**src/rtl/decimator.sv**
```systemverilog
// rtl/decimator.sv - Power-of-ten boxcar decimator for a 12-bit offset-binary ADC stream
//
// Averages N = 10^Mode consecutive samples (Mode 5..15 behaves as 4) and
// publishes the mean as a signed 12-bit value in bits [29:18] of out_new.
//
// Ports:
//   Fg_CLK   in   1  system clock, rising edge
//   RESETn   in   1  asynchronous active-low reset
//   adc_in   in  12  converter sample, offset binary (12'h800 = 0)
//   Mode     in   4  decimation exponent, latched at the first sample of a frame
//   Enable   in   1  run control; low discards the partial frame and idles
//   Sync     in   1  restart the frame with the current sample as sample 0
//   out_new  out 32  newest decimated sample
//   out_prev out 32  previous decimated sample
//   Valid    out  1  one-cycle pulse when out_new/out_prev update
module decimator (
  input  logic        Fg_CLK,
  input  logic        RESETn,
  input  logic [11:0] adc_in,
  input  logic [3:0]  Mode,
  input  logic        Enable,
  input  logic        Sync,
  output logic [31:0] out_new,
  output logic [31:0] out_prev,
  output logic        Valid
);

  localparam logic IDLE = 1'b0;
  localparam logic RUN  = 1'b1;

  logic               state;
  logic signed [25:0] acc;
  logic signed [25:0] acc_base;
  logic signed [25:0] x;
  logic signed [25:0] sum_reg;
  logic [13:0]        cnt;
  logic [13:0]        cnt_base;
  logic [2:0]         mode_lat;
  logic [2:0]         mode_clamp;
  logic [2:0]         mode_eff;
  logic [2:0]         sum_mode;
  logic               restart;
  logic               frame_start;
  logic               last;
  logic               sum_v;
  logic               prod_v;
  logic [31:0]        r_sel;
  logic [56:0]        mult_full;
  logic signed [56:0] product;

  function automatic logic [13:0] last_index(input logic [2:0] m);
    case (m)
      3'd0:    last_index = 14'd0;
      3'd1:    last_index = 14'd9;
      3'd2:    last_index = 14'd99;
      3'd3:    last_index = 14'd999;
      default: last_index = 14'd9999;
    endcase
  endfunction

  always_comb begin
    // Offset binary to two's complement is a flip of the MSB.
    x          = {{14{~adc_in[11]}}, ~adc_in[11], adc_in[10:0]};
    mode_clamp = (Mode > 4'd4) ? 3'd4 : Mode[2:0];
    // Sync makes this edge look like sample 0 of a fresh frame.
    restart    = (state == RUN) && Sync;
    cnt_base   = restart ? 14'd0 : cnt;
    acc_base   = restart ? 26'sd0 : acc;
    // The first sample of a frame must already obey the Mode being latched.
    frame_start = (cnt_base == 14'd0);
    mode_eff    = frame_start ? mode_clamp : mode_lat;
    last        = (cnt_base == last_index(mode_eff));
    case (sum_mode)
      3'd1:    r_sel = 32'd1717986918;
      3'd2:    r_sel = 32'd171798692;
      3'd3:    r_sel = 32'd17179869;
      default: r_sel = 32'd1717987;
    endcase
    // Low 57 bits of the two's-complement product are exact for any sign.
    mult_full = {{31{sum_reg[25]}}, sum_reg} * {25'd0, r_sel};
  end

  always_ff @(posedge Fg_CLK or negedge RESETn) begin
    if (!RESETn) begin
      state    <= IDLE;
      acc      <= '0;
      cnt      <= '0;
      mode_lat <= '0;
      sum_reg  <= '0;
      sum_mode <= '0;
      sum_v    <= 1'b0;
      product  <= '0;
      prod_v   <= 1'b0;
      out_new  <= '0;
      out_prev <= '0;
      Valid    <= 1'b0;
    end else begin
      state <= Enable ? RUN : IDLE;
      sum_v <= 1'b0;
      if (Enable) begin
        if (frame_start) mode_lat <= mode_clamp;
        if (last) begin
          sum_reg  <= acc_base + x;
          sum_mode <= mode_eff;
          sum_v    <= 1'b1;
          acc      <= '0;
          cnt      <= '0;
        end else begin
          acc <= acc_base + x;
          cnt <= cnt_base + 14'd1;
        end
      end else begin
        acc <= '0;
        cnt <= '0;
      end

      // Frames already past the accumulator finish regardless of Enable/Sync.
      prod_v <= sum_v;
      if (sum_v) begin
        // Mode 0 is pre-shifted so the common >>>16 yields sum << 18.
        if (sum_mode == 3'd0) product <= {sum_reg[22:0], 34'd0};
        else                  product <= mult_full;
      end

      Valid <= prod_v;
      if (prod_v) begin
        out_new  <= 32'(product >>> 16);
        out_prev <= out_new;
      end
    end
  end

endmodule

```
**config.mk**
```make
export PLATFORM = sky130hd
export DESIGN_NAME = decimator
export DESIGN_NICKNAME = d
export VERILOG_FILES = /design/src/rtl/decimator.sv
export SDC_FILE = /design/constraint.sdc
export NUM_CORES = 2
export LEC_CHECK = 0
export ABC_AREA = 1
export BUFFER_PORTS_ARGS = -buffer_cell sky130_fd_sc_hd__buf_4
export CORE_MARGIN = 1
export CORE_UTILIZATION = 65
export CTS_CLUSTER_SIZE = 28
export DETAILED_ROUTE_END_ITERATION = 8
export GPL_ROUTABILITY_DRIVEN = 0
export PLACE_DENSITY = 0.83
export SLEW_MARGIN = 20
export SYNTH_ARGS = -nofsm -noshare
export SYNTH_HDL_FRONTEND = slang
export SYNTH_SLANG_ARGS = --single-unit
```
**constraint.sdc**
```tcl
create_clock -name Fg_CLK -period 8.7 [get_ports Fg_CLK]
set_clock_uncertainty 0.1 [all_clocks]
set_input_delay 1.74 -clock Fg_CLK [delete_from_list [all_inputs] [get_ports Fg_CLK]]
set_output_delay 1.74 -clock Fg_CLK [all_outputs]
set_load 0.01 [all_outputs]
```
==> results by group <==
Die
  – Horizontal die dimension: about 220 um
  – Site Rows: 78
  – Effective utilization at floorplan: 66.2%
  – Vert. Die Dim: between 200 and 250 um
  – Total Die Area: 47200 um2
  – I/O pins: 85
  – Area inside the core boundary: roughly 45000 um2

Setup path
  – Startpoint-to-endpoint class of the critical path: reg -> reg
  – CP dominant cell by count: inv_1
  – CP required: 8.93 ns
  – Critical path endpoint category: flip-flop
  – Largest fanout of any net on the critical path: 21
  – CP max stage delay: about 0.56 ns
  – Cells on worst reg2reg path: 29
  – Arrival time of data at the critical path endpoint: 8.44 ns
  – Crit path launch type: flip-flop
  – CP max stage cell: fa_1

Placed design
  – Quantity of I/O buffers inserted on ports: 84
  – Setup slack after placement: between 0.9 and 1 ns
  – Dpl hpwl: ~75000 um

Clocking
  – CTS hold repair buffers: 0
  – Clock root buffer master: clkbuf_16
  – Number of H-tree levels: 4
  – Setup fix buffers added after clock tree synthesis: 0
  – Count of cells resized by post-cts repair: 0
  – Source-to-sink clock delay at the later pin of the worst-skew pair: roughly 0.47 ns
  – Clock tree sinks: 172
  – Worst-path clk slew: ~0.08 ns
  – Maximum root-to-sink buffer count: 2
  – CTS Buf Count: 17
  – TritonCTS clock tree: yes

Logic synthesis
  – Area leader, netlist: fa_1
  – Fraction of registers with async set/reset: 100%
  – Count of flip-flops with a built-in enable after synthesis: 0
  – Instance count of the mapped netlist: ~3700
  – Yosys reg bits: ~170
  – Count of different cell masters after synthesis: 43
  – Combined area of all synthesized cells: about 30000 um2
  – Syn_nets: roughly 4600
  – Register area share after synthesis: 14.3%
  – Share of the synthesized area in the top cell type: a little over a third
  – Average cell area after synthesis: 8.13 um2
  – Count of warnings emitted by yosys: 0
  – Most instantiated flip-flop cell in the synthesis netlist: dfrtp_1
  – Top area cells in the synthesized netlist: fa_1 36%, dfrtp_1 14%, inv_1 14%

Layout
  – Most common cell after layout, fill and taps aside: inv_1
  – Largest registers: out_new (32), out_prev (32), product (32)
  – Total number of nets in the final design: roughly 4600
  – Synthesis-to-layout area growth: 5.97%
  – Share of post-route cells with drive strength above 1: 4.38%
  – Most frequent cells in the layout: 1089 x inv_1, 544 x nand2_1, 540 x fa_1, 447 x nor2_1, 307 x ha_1
  – FILL cells: around 3500

Detailed routing
  – Post-route met1 wirelength: between 30000 and 40000 um
  – Number of vias per cell: ~5.7
  – WL met2: 38400 um
  – Remaining design rule violation count: 1
  – Top Metal Used: met4
  – Met3 wire length: roughly 13000 um
  – Antenna viol nets, final: 0
  – Vias: 25000
  – Average wire length per cell after detail routing: 20.4 um
  – Routed wire length: 89100 um
  – Detailed-router iteration count before antenna repair: 9
  – Initial drt markers: approximately 2800

Timing
  – Setup WS post-layout: between 0.4 and 0.5 ns
  – Hold Violations, Final: 0
  – Share of the clock period used by the worst path after layout: a little over nine tenths
  – Worst slew margin relative to its limit: between 30% and 40%
  – Total count of max-transition violations in the final report: 0
  – Final critical-path required period: 8.20 ns
  – Count of final setup violators: 0
  – Total Neg Setup Slack: 0 ns
  – Highest clock rate: ~0.12 GHz
  – Transition at the pin with the smallest max-transition slack: 1.01 ns
  – Unrepaired setup endpoints after global routing: no

Power and ir drop
  – Leakage power: about 18 nW
  – Peak ir drop on the vdd network: between 400 and 500 uV
  – Total power per unit cell area: 352 nW/um2
  – Tot Pwr: between 10 and 15 mW

Global route
  – Total gr overflow: 0
  – First-pass GRT wire length: approximately 140000 um
  – Global-route usage over all layers: between 30% and 40%
  – Via count of the first global-routing pass: 26000
  – Largest net degree at the start of global routing: roughly 120
  – Number of antenna violations at the first check in global routing: 0

Outcome
  – Violations in the final reports: design-rule violations
  – Run status: complete, but fails checks

Min path
  – Class of the most critical hold timing path: reg -> reg
  – Hold-critical path depth: 2

Run
  – Number of violations of the max-capacitance limit: 0
[cells by family (layout without fill, tap and decap cells)]
logic type	Yosys count	in the layout	share of synthesized area, %
xor+xnor	41	41	1.19
simple gates	1179	1179	15.8
fa+ha+maj	847	847	48.7
flops	172	172	14.3
buf+inv	1184	1250	15.0
compound gates	280	280	4.98
other cells	0	2	0
[power breakdown]
group          internal (mW)  switching (mW)
Clock                  0.390           0.369
Sequential             0.935           0.145
Combinational           3.25            6.13
Total                   4.58            6.64
[synth_stat cells, types with 14 or more instances]
cell and n:
clkbuf_1 57, inv_1 1089, a21oi_1 120, xor2_1 27, nor2_1 447, nand2_1 544
nand4_1 17, dfrtp_1 172, xnor2_1 14, ha_1 307, o21ai_0 115, nor3_1 38
clkinv_1 15, nand3_1 104, fa_1 540
[final timing paths]
| check | startpoint | endpoint | slack (ns) |
|---|---|---|---|
| setup / recovery | sum_mode[1] | product[37] | 0.50 |
| min in group asynchronous | RESETn | out_prev[4] | 1.10 |
| setup reg to reg | sum_mode[1] | product[37] | 0.50 |
| max in group asynchronous | RESETn | sum_reg[23] | 6.10 |
| hold / removal | product[26] | out_new[10] | 0.38 |
| hold reg to reg | product[26] | out_new[10] | 0.38 |
[metrics by stage]
step                      hold WS (ns)  cell area (um2)  instances  util, %
after global placement           0.358            31300       4337     68.8
final                            0.381            31900       4371     70.1
after CTS                        0.387            31900       4369     70.1
after floorplan                  0.252            30100       3703        -
after detailed placement         0.368            31300       4337     68.8
after global routing             0.405            31900       4369     70.1
[critical path, delay by kind of cell, from the launching register on]
kind / cells / cell delay [ns]
fa+ha+maj: 8 / 3.99
buf+inv: 9 / 1.03
simple gates: 11 / 2.36
compound gates: 1 / 0.16
flops: 1 / 0.40
[metal layers]
| metal | up-vias | track usage (%) |
|---|---|---|
| li1 | 10900 | - |
| met1 | 11800 | 48.2 |
| met2 | 1750 | 59.4 |
| met3 | 485 | 15.1 |
| met4 | 0 | 24.4 |
| met5 | - | 0 |
[area by class of cell]
class | instances | area, um2 | share of cell area [%]
diodes | 2 | 5.00 | 0.0157
clock buffers | 18 | 439 | 1.38
clock inverters | 14 | 144 | 0.451
inverters | 1113 | 4180 | 13.1
multi-input cells | 2347 | 21300 | 66.7
flip-flops and latches | 172 | 4310 | 13.5
well taps | 600 | 751 | 2.35
repair buffers | 105 | 792 | 2.48
Power figures use the tool's default switching activity.
